===== src/rtl/cac_key_loader_pkg.sv =====
// Shared types and constants for the CAC key provisioning loader.
package cac_key_pkg;

  typedef enum logic [2:0] {
    ST_IDLE,
    ST_LOAD,
    ST_CHECK,
    ST_ARMED,
    ST_LOCKOUT
  } state_e;

  localparam logic [7:0] CRC8_POLY = 8'h07;
  localparam logic [7:0] CRC8_INIT = 8'h00;

  function automatic int unsigned key_nbytes(input int unsigned key_w);
    return key_w / 8;
  endfunction

endpackage


===== src/rtl/cac_key_loader_if.sv =====
// Byte-stream in / keyinput-bus out signal bundle of the key loader.
interface cac_key_loader_if #(
  parameter int unsigned KEY_W = 32
);
  logic             start;
  logic [7:0]       in_data;
  logic             in_valid;
  logic             in_ready;
  logic [KEY_W-1:0] key_out;
  logic             key_valid;
  logic             load_err;
  logic             locked_out;
  logic             busy;

  modport master (
    output start, in_data, in_valid,
    input  in_ready, key_out, key_valid, load_err, locked_out, busy
  );

  modport slave (
    input  start, in_data, in_valid,
    output in_ready, key_out, key_valid, load_err, locked_out, busy
  );
endinterface


===== src/rtl/cac_key_loader_crc8.sv =====
// Running CRC-8 (poly 0x07, MSB-first, no reflection, no final XOR), one byte per cycle.
module cac_crc8
  import cac_key_pkg::*;
(
  input  logic       clk,
  input  logic       rst,
  input  logic       clr_i,
  input  logic       en_i,
  input  logic [7:0] byte_i,
  output logic [7:0] crc_o
);

  logic [7:0] crc_q;
  logic [7:0] crc_d;

  always_comb begin
    crc_d = crc_q ^ byte_i;
    for (int i = 0; i < 8; i++) begin
      crc_d = crc_d[7] ? ((crc_d << 1) ^ CRC8_POLY) : (crc_d << 1);
    end
  end

  always_ff @(posedge clk) begin
    if (rst || clr_i) begin
      crc_q <= CRC8_INIT;
    end else if (en_i) begin
      crc_q <= crc_d;
    end
  end

  assign crc_o = crc_q;

endmodule


===== src/rtl/cac_key_loader.sv =====
// Key loader: collects key bytes, verifies the CRC-8 trailer and only then drives
// the keyinput bus; repeated failures latch a lockout that only reset clears.
module cac_key_loader
  import cac_key_pkg::*;
#(
  parameter int unsigned KEY_W    = 32,
  parameter int unsigned MAX_FAIL = 3,
  parameter int unsigned TIMEOUT  = 255
) (
  input  logic               clk,
  input  logic               rst,
  cac_key_loader_if.slave    bus_io
);

  localparam int unsigned NBYTES = key_nbytes(KEY_W);
  localparam int unsigned BCW    = $clog2(NBYTES + 1);
  localparam int unsigned TW     = $clog2(TIMEOUT + 1);
  localparam int unsigned FW     = $clog2(MAX_FAIL + 1);

  state_e           state_q, state_d;
  logic [BCW-1:0]   bcnt_q, bcnt_d;
  logic [TW-1:0]    tmo_q, tmo_d;
  logic [FW-1:0]    fail_q, fail_d;
  logic [KEY_W-1:0] shadow_q, shadow_d;
  logic [7:0]       cmp_q, cmp_d;
  logic [KEY_W-1:0] key_q, key_d;
  logic             key_valid_q, key_valid_d;
  logic             load_err_q, load_err_d;
  logic             locked_q, locked_d;
  logic             in_ready_q, in_ready_d;
  logic             busy_q, busy_d;

  logic             accept_c;
  logic             fail_c;
  logic             crc_clr_c;
  logic             crc_en_c;
  logic [FW-1:0]    fail_inc_c;
  logic [7:0]       crc_c;

  cac_crc8 u_crc (
    .clk    (clk),
    .rst    (rst),
    .clr_i  (crc_clr_c),
    .en_i   (crc_en_c),
    .byte_i (bus_io.in_data),
    .crc_o  (crc_c)
  );

  assign accept_c   = bus_io.in_valid && in_ready_q;
  assign fail_inc_c = (fail_q == FW'(MAX_FAIL)) ? fail_q : fail_q + FW'(1);

  // Next-state and next-output logic
  always_comb begin
    state_d     = state_q;
    bcnt_d      = bcnt_q;
    tmo_d       = tmo_q;
    fail_d      = fail_q;
    shadow_d    = shadow_q;
    cmp_d       = cmp_q;
    key_d       = key_q;
    key_valid_d = key_valid_q;
    load_err_d  = 1'b0;
    locked_d    = locked_q;
    fail_c      = 1'b0;
    crc_clr_c   = 1'b0;
    crc_en_c    = 1'b0;

    case (state_q)
      ST_IDLE, ST_ARMED: begin
        if (bus_io.start) begin
          state_d     = ST_LOAD;
          bcnt_d      = '0;
          tmo_d       = '0;
          shadow_d    = '0;
          crc_clr_c   = 1'b1;
          key_d       = '0;
          key_valid_d = 1'b0;
        end
      end
      ST_LOAD: begin
        if (accept_c) begin
          // tmo counts cycles since the last accepted byte, this one included
          tmo_d = TW'(1);
          if (bcnt_q < BCW'(NBYTES)) begin
            for (int b = 0; b < int'(NBYTES); b++) begin
              if (bcnt_q == BCW'(b)) shadow_d[8*b +: 8] = bus_io.in_data;
            end
            crc_en_c = 1'b1;
            bcnt_d   = bcnt_q + BCW'(1);
          end else begin
            cmp_d   = bus_io.in_data;
            state_d = ST_CHECK;
          end
        end else if (tmo_q >= TW'(TIMEOUT - 1)) begin
          fail_c = 1'b1;
        end else begin
          tmo_d = tmo_q + TW'(1);
        end
      end
      ST_CHECK: begin
        if (cmp_q == crc_c) begin
          key_d       = shadow_q;
          key_valid_d = 1'b1;
          fail_d      = '0;
          state_d     = ST_ARMED;
        end else begin
          fail_c = 1'b1;
        end
      end
      ST_LOCKOUT: begin
        state_d = ST_LOCKOUT;
      end
      default: state_d = ST_IDLE;
    endcase

    if (fail_c) begin
      load_err_d = 1'b1;
      fail_d     = fail_inc_c;
      if (fail_inc_c == FW'(MAX_FAIL)) begin
        state_d  = ST_LOCKOUT;
        locked_d = 1'b1;
      end else begin
        state_d = ST_IDLE;
      end
    end

    in_ready_d = (state_d == ST_LOAD);
    busy_d     = (state_d == ST_LOAD) || (state_d == ST_CHECK);
  end

  always_ff @(posedge clk) begin
    if (rst) begin
      state_q     <= ST_IDLE;
      bcnt_q      <= '0;
      tmo_q       <= '0;
      fail_q      <= '0;
      shadow_q    <= '0;
      cmp_q       <= '0;
      key_q       <= '0;
      key_valid_q <= 1'b0;
      load_err_q  <= 1'b0;
      locked_q    <= 1'b0;
      in_ready_q  <= 1'b0;
      busy_q      <= 1'b0;
    end else begin
      state_q     <= state_d;
      bcnt_q      <= bcnt_d;
      tmo_q       <= tmo_d;
      fail_q      <= fail_d;
      shadow_q    <= shadow_d;
      cmp_q       <= cmp_d;
      key_q       <= key_d;
      key_valid_q <= key_valid_d;
      load_err_q  <= load_err_d;
      locked_q    <= locked_d;
      in_ready_q  <= in_ready_d;
      busy_q      <= busy_d;
    end
  end

  assign bus_io.in_ready   = in_ready_q;
  assign bus_io.key_out    = key_q;
  assign bus_io.key_valid  = key_valid_q;
  assign bus_io.load_err   = load_err_q;
  assign bus_io.locked_out = locked_q;
  assign bus_io.busy       = busy_q;

endmodule

===== src/flat_wrapper.sv =====
// flat-port wrapper written by rule: the top's interface ports become plain ports
module cac_key_loader_flat import cac_key_pkg::*;
#(
  parameter int unsigned KEY_W    = 32,
  parameter int unsigned MAX_FAIL = 3,
  parameter int unsigned TIMEOUT  = 255
)
  (clk, rst, bus_io_start, bus_io_in_data, bus_io_in_valid, bus_io_in_ready, bus_io_key_out, bus_io_key_valid, bus_io_load_err, bus_io_locked_out, bus_io_busy);
  cac_key_loader_if #(.KEY_W(KEY_W)) bus_io_i ();
  input  logic clk;
  input  logic rst;
  input wire logic [$bits(bus_io_i.start)-1:0] bus_io_start;
  input wire logic [$bits(bus_io_i.in_data)-1:0] bus_io_in_data;
  input wire logic [$bits(bus_io_i.in_valid)-1:0] bus_io_in_valid;
  output wire logic [$bits(bus_io_i.in_ready)-1:0] bus_io_in_ready;
  output wire logic [$bits(bus_io_i.key_out)-1:0] bus_io_key_out;
  output wire logic [$bits(bus_io_i.key_valid)-1:0] bus_io_key_valid;
  output wire logic [$bits(bus_io_i.load_err)-1:0] bus_io_load_err;
  output wire logic [$bits(bus_io_i.locked_out)-1:0] bus_io_locked_out;
  output wire logic [$bits(bus_io_i.busy)-1:0] bus_io_busy;
  assign bus_io_i.start = bus_io_start;
  assign bus_io_i.in_data = bus_io_in_data;
  assign bus_io_i.in_valid = bus_io_in_valid;
  assign bus_io_in_ready = bus_io_i.in_ready;
  assign bus_io_key_out = bus_io_i.key_out;
  assign bus_io_key_valid = bus_io_i.key_valid;
  assign bus_io_load_err = bus_io_i.load_err;
  assign bus_io_locked_out = bus_io_i.locked_out;
  assign bus_io_busy = bus_io_i.busy;
  cac_key_loader #(.KEY_W(KEY_W), .MAX_FAIL(MAX_FAIL), .TIMEOUT(TIMEOUT)) u_core (.clk(clk), .rst(rst), .bus_io(bus_io_i));
endmodule

===== config.mk =====
export PLATFORM = sky130hd
export DESIGN_NAME = cac_key_loader_flat
export DESIGN_NICKNAME = d
export VERILOG_FILES = /design/src/rtl/cac_key_loader_pkg.sv /design/src/rtl/cac_key_loader_if.sv /design/src/rtl/cac_key_loader_crc8.sv /design/src/rtl/cac_key_loader.sv /design/src/flat_wrapper.sv
export SDC_FILE = /design/constraint.sdc
export NUM_CORES = 1
export LEC_CHECK = 0
export BUFFER_PORTS_ARGS = -buffer_cell sky130_fd_sc_hd__buf_2
export CAP_MARGIN = 20
export CORE_AREA = 2 2 136 138
export DETAILED_ROUTE_END_ITERATION = 7
export DIE_AREA = 0 0 138 140
export PLACE_DENSITY = 0.47
export SLEW_MARGIN = 30
export SYNTH_ARGS = -nofsm -noshare
export SYNTH_HDL_FRONTEND = slang
export SYNTH_SLANG_ARGS = --single-unit

===== constraint.sdc =====
create_clock -name clk -period 2.2 [get_ports clk]
set_clock_uncertainty 0.15 [all_clocks]
set_input_delay 0 -clock clk [delete_from_list [all_inputs] [get_ports clk]]
set_output_delay 0 -clock clk [all_outputs]
set_load 0.03 [all_outputs]

==> flow_summary.yaml, run 1 <==
synth:
  post_synth_mux_area_share: 0.0963
  largest_family_of_logic_cells_by_synthesized_area: "simple AND/OR/NAND/NOR gates"
  postSynthCellCount: 476
  synth_cell_type_count: 50
  yosys.area.top_type_share: 0.463
  synth-seq-area-share: 0.463
  postSynthRegisterBits: 101
  synthArstFlopShare: 0
  post_synth_and_or_nand_nor_area_fraction: 0.186
  post_synth_edffs: 0
  synth_compound_gate_area_share: 0.133
  synthAdderAreaFrac: 0.0224
  syn_nets: 495
  ys_dominant_reg_cell: "dfxtp_1"
  netlist_area_um2: 4360
  post_synthesis_xor_xnor_area_fraction: 0.0636
  yosysTopAreaCell: "dfxtp_1"
  syn_avg_cell_area_um2: 9.17
  synth_area_leaders: "dfxtp_1 46%, mux2i_1 9.6%, a21oi_1 5.3%"
  synthesis.yosys.warnings: 0
grt:
  track_usage: 0.119
  grt_antenna_before_repair: 0
  first_global_vias: 3498
  wire_length_of_the_first_global_routing_pass_mm: 18.2
  grt_start_max_net_pins: 39
  grt_overflow: 0
die:
  std_cell_rows: 49
  floorplan.io_pins: 49
  initial_utilization: 0.245
  core-area_um2: 17800
  dieHeight_um: 140
  fp.dieW_um: 138
  design.die.area_um2: 19300
routing:
  final_routed_wirelength_mm: 11.1
  drt-initial-drc-count: 167
  routed-via-count: 3509
  route.antenna.remaining_nets: 0
  drt-wirelength-per-cell_um: 14.3
  drc: 0
  firstDrtPassIters: 4
  avgViaCountPerCell: 4.53
sta:
  slew_headroom: 0.621
  worst_tran_pin_value_ns: 0.567
  min_period_over_period: 0.936
  fin_setup_tns_ns: 0
  timing_hold_violations_final: 0
  timing.final.ws_setup_ns: 0.141
  rsz0062_at_grt: "no"
  post-route-min-period_ns: 2.06
  max_clock_freq_mhz: 486
  setup-violations-final: 0
  drv_slew: 0
placed_design:
  pre_cts_ws_ns: 0.0165
  port_buffers: 48
  place.gp.congestion: 0.779
  dp.final_hpwl_mm: 7.93
cells_and_area:
  drive_gt1_frac: 0.189
  num_antenna_cells: 0
  design.final.nets: 560
  area_growth_pct: 23.1
  fillers: 1894
clock_tree:
  ctsRootBufferMaster: "clkbuf_16"
  clk_pin_slew_worst_paths_ns: 0.07
  cts_buffers: 9
  clockBufferDepth: 2
  htree_levels: 3
  clock-sinks: 101
  cts_tree: "built"
  clock_latency_ns: 0.35
worst_setup_path:
  worst_setup_path_start_kind: "flip-flop"
  cp_data_required_time_ns: 2.27
  timing.critical_path.arrival_ns: 2.13
  setup.worst_path.end_class: "flip-flop"
  critical_path_class: "reg2reg"
  timing.critical_path.fanout_max: 9
run:
  cap_viol_max_count: 0
pwr:
  pwr_density_cell_nw_per_um2: 722
  ir_drop_v: 0.000362
  leak_pwr_uw: 0.00211
min_path:
  hp-class: "reg2reg"
run_status:
  run_status: "complete, no violations"
## critical path, stage by stage, from the launching register on
cell and delay, ns:
dfxtp_1 0.48, nor3b_4 0.29, nand2_2 0.15, o311a_1 0.52, a41oi_1 0.26, a211oi_1 0.07
## final timing paths
check                                    startpoint  depth (start not counted)  slack (ns)                   endpoint
worst max-delay path              u_core.state_q[0]                          5        0.14            u_core.tmo_q[5]
worst max register to register    u_core.state_q[0]                          5        0.14            u_core.tmo_q[5]
worst min-delay path            u_core.shadow_q[14]                          2        0.31  u_core.bus_io.key_out[14]
worst min register to register  u_core.shadow_q[14]                          2        0.31  u_core.bus_io.key_out[14]
## cells in the final DEF, fill, tap and decap left out, drive strengths merged, types with 5 or more instances in the layout
cell type / synthesis / final
a211oi: 8 / 8
nand2: 44 / 44
and2: 10 / 10
inv: 8 / 11
nor2: 61 / 61
dlygate4sd3: 0 / 11
dfxtp: 101 / 101
buf: 9 / 70
a21oi: 47 / 47
clkbuf: 18 / 11
nand3: 36 / 36
xnor2: 14 / 14
xor2: 15 / 15
ha: 7 / 7
mux2i: 42 / 42
nor3: 5 / 5
o21ai: 13 / 13
## cells in the mapped netlist (2+ instances only)
| library cell | instances |
|---|---|
| and2_1 | 9 |
| a311oi_1 | 2 |
| o21ai_0 | 12 |
| or3_1 | 4 |
| clkbuf_1 | 18 |
| dfxtp_1 | 101 |
| buf_4 | 2 |
| nand2b_1 | 2 |
| o211a_1 | 2 |
| a211oi_4 | 3 |
| and3_1 | 2 |
| nor2_1 | 60 |
| nor3_1 | 4 |
| nand4_1 | 2 |
| xnor2_1 | 14 |
| inv_1 | 8 |
| ha_1 | 7 |
| buf_2 | 6 |
| o311a_1 | 2 |
| a21oi_1 | 46 |
| a31oi_1 | 4 |
| nor4_1 | 2 |
| mux2i_1 | 42 |
| nand2_2 | 2 |
| nand2_1 | 42 |
| nand3_1 | 36 |
| xor2_1 | 15 |
| a211oi_1 | 5 |
## routing by layer
metal,vias up,global-route usage,part of all wire
li1,1772,-,-
met1,1673,0.163,0.50
met2,51,0.182,0.44
met3,13,0.0229,0.031
met4,0,0.0521,0.022
met5,-,0,0
## registers in the layout, summed over array words and instances (netlist names), 2 cells and up
register	cells
u_core.state_q	3
u_core.cmp_q	8
u_core.u_crc.crc_o	8
u_core.tmo_q	8
u_core.shadow_q	32
u_core.fail_q	2
u_core.bus_io.key_out	32
u_core.bcnt_q	3
## power breakdown
part           switching, uW  leakage, uW  total, uW  internal, uW
sequential              23.1     0.000816       1880          1860
combinational            241      0.00115        418           177
clock                    734     0.000144       1580           844
total                    998      0.00211       3880          2880
## cell type report
class | instances | area (um2) | share of cell area
Timing Repair Buffer | 81 | 528 | 0.0983
Tap cell | 229 | 287 | 0.0533
Clock buffer | 11 | 253 | 0.0471
Multi-Input combinational cell | 340 | 2210 | 0.412
Inverter | 8 | 30.0 | 0.00559
Clock inverter | 5 | 41.3 | 0.00769
Sequential cell | 101 | 2020 | 0.376
## metrics by stage
step	area, um2	cells	power [uW]	utilization	hold WS (ns)
2_1_floorplan	4360	476	2200	-	-0.00277
3_3_place_gp	4940	748	2320	0.278	0.156
3_5_place_dp	4940	748	2330	0.278	0.160
4_1_cts	5360	775	3930	0.301	0.313
5_1_grt	5370	775	4060	0.302	0.323
6_report	5370	775	3880	0.302	0.306
## repair_timing
| item | CTS | global route |
|---|---|---|
| gates resized for setup | 1 | 3 |
| hold buffers | 11 | 0 |
| buffers inserted | 0 | 0 |
| hold endpoints to repair | 21 | 0 |
| pin swaps | 0 | 1 |
| endpoints found under the setup margin | 1 | 1 |
## logic make-up after synthesis
kind of cell / Yosys count
buffers and inverters: 35
XOR/XNOR: 30
multiplexers: 42
AND/OR/NAND/NOR: 174
adder cells (fa/ha/maj): 8
flip-flops: 101
AO/OA/AOI/OAI: 86
Note: power is estimated with default switching activity, not from simulation.
==> run 2, diff against run 1 <==
- HOLD_SLACK_MARGIN: unset -> 0.03
- clock period: 2.2 -> 1.99 ns (I/O delays scaled with it)
==> run 2 against run 1 <==
Against the previous run: core utilization increased by 1.4 points; critical path depth rose by 1; register-to-register slack worse by 0.04 ns; sequential share of layout area fell by 1.5 points; global-route usage decreased by 0.11 points; critical path type unchanged; largest cell class unchanged; largest power group unchanged; highest routed layer unchanged.
==> flow_summary.yaml, run 2 (synthesized netlist as in run 1, its figures left out) <==
run:
  cap_viol_max_count: 0
worst_setup_path:
  setup.worst_path.end_class: "flip-flop"
  timing.critical_path.arrival_ns: 2.01
  rr_worst_depth: 6
  critical_path_class: "reg2reg"
  cp_data_required_time_ns: 2.10
  ff2ff_setup_slack_ns: 0.1
  cpPeakStageDelay_ns: 0.43
  worst_path_max_delay_cell: "or4_4"
  worst_setup_path_start_kind: "flip-flop"
  timing.critical_path.fanout_max: 3
  cells_along_the_critical_path: "xor2_1 > nor4_1 > buf_4 > a21boi_1 > or4_4 > a221oi_2"
min_path:
  hp-class: "reg2reg"
  worst_hold_path.num_cells: 2
clock_tree:
  cts_buffers: 9
  clock_latency_ns: 0.35
  clockBufferDepth: 2
  ctsRootBufferMaster: "clkbuf_16"
  clock-sinks: 101
  cts_tree: "built"
  clk_pin_slew_worst_paths_ns: 0.07
  htree_levels: 3
placed_design:
  port_buffers: 48
  placedCellCount: 759
  place.gp.congestion: 0.794
  pre_cts_ws_ns: -0.0433
  dp.final_hpwl_mm: 7.91
sta:
  min_period_over_period: 0.952
  timing.final.ws_setup_ns: 0.0960
  slew_headroom: 0.652
  drv_slew: 0
  finalHoldWorstSlack_ns: 0.305
  post-route-min-period_ns: 1.89
  rsz0062_at_grt: "yes"
  max_clock_freq_mhz: 528
  fin_setup_tns_ns: 0
  worst_tran_pin_value_ns: 0.522
  timing_hold_violations_final: 0
  setup-violations-final: 0
routing:
  route.antenna.remaining_nets: 0
  drc: 0
  routed-via-count: 3640
  final_routed_wirelength_mm: 11.4
  avgViaCountPerCell: 4.62
  drt-initial-drc-count: 196
  firstDrtPassIters: 4
  drt-wirelength-per-cell_um: 14.5
pwr:
  leak_pwr_uw: 0.00221
  power.total_uw: 4480
  ir_drop_v: 0.000632
  pwr_density_cell_nw_per_um2: 799
die:
  dieHeight_um: 140
  initial_utilization: 0.245
  fp.dieW_um: 138
  core-area_um2: 17800
  std_cell_rows: 49
  floorplan.io_pins: 49
  design.die.area_um2: 19300
grt:
  wire_length_of_the_first_global_routing_pass_mm: 18.1
  first_global_vias: 3484
  grt_overflow: 0
  grt_antenna_before_repair: 0
  grt_start_max_net_pins: 53
  track_usage: 0.118
cells_and_area:
  drive_gt1_frac: 0.229
  most-common-layout-cells: "95 x dfxtp_1, 59 x nor2_1, 48 x buf_2"
  design.final.nets: 573
  area_growth_pct: 28.7
  num_antenna_cells: 0
  most_frequent_standard_cell_in_the_layout_excluding_fill_and_tap_cells: "dfxtp_1"
  layout.cells.non_filler: 788
run_status:
  run_status: "complete, no violations"
==> run 2: power breakdown <==
part           leakage, uW  switching (uW)  internal (uW)
logic              0.00124             276            231
registers         0.000819            23.6           2060
clock network     0.000148             793           1110
total              0.00221            1090           3390
==> run 2: area by class of cell <==
cell class | instances | area, um2
Multi-Input combinational cell | 340 | 2240
Sequential cell | 101 | 2030
Timing Repair Buffer | 94 | 704
Tap cell | 229 | 287
Inverter | 8 | 30.0
Clock inverter | 7 | 100
Clock buffer | 9 | 225
Fill cell | 1862 | 12200
==> run 2: critical path: cells and delay by family, from the launching register on <==
family | cells | cell delay, ns
and+or+nand+nor | 2 | 0.73
DFF | 1 | 0.33
AOI/OAI and AO/OA | 2 | 0.26
buffers and inverters | 1 | 0.18
xor gates and xnor gates | 1 | 0.16
==> run 2: final timing paths <==
kind                      startpoint                       to
max            u_core.u_crc.crc_o[7]        u_core.state_q[1]
min          u_core.bus_io.key_valid  u_core.bus_io.key_valid
max reg2reg    u_core.u_crc.crc_o[7]        u_core.state_q[1]
min reg2reg  u_core.bus_io.key_valid  u_core.bus_io.key_valid
==> run 2: per-stage QoR <==
| stage | util | cell area, um2 |
|---|---|---|
| after global placement | 0.286 | 5080 |
| after floorplan | - | 4360 |
| after global routing | 0.316 | 5620 |
| final | 0.316 | 5620 |
| after detailed placement | 0.286 | 5080 |
| after CTS | 0.311 | 5530 |
==> run 2: timing repair <==
action / 4_1_cts / 5_1_grt
endpoints found under the setup margin: 2 / 93
hold buffers: 11 / 0
buffers inserted: 1 / 0
resized for setup: 3 / 19
hold endpoints to repair: 19 / 0
cloned: 0 / 1
pin swaps: 1 / 2
==> run 2: per-layer routing <==
| metal | GRT usage | routed length, um |
|---|---|---|
| met1 | 0.152 | 5450 |
| met2 | 0.193 | 5400 |
| met3 | 0.0311 | 473 |
| met4 | 0.0371 | 125 |
| met5 | 0 | 0 |
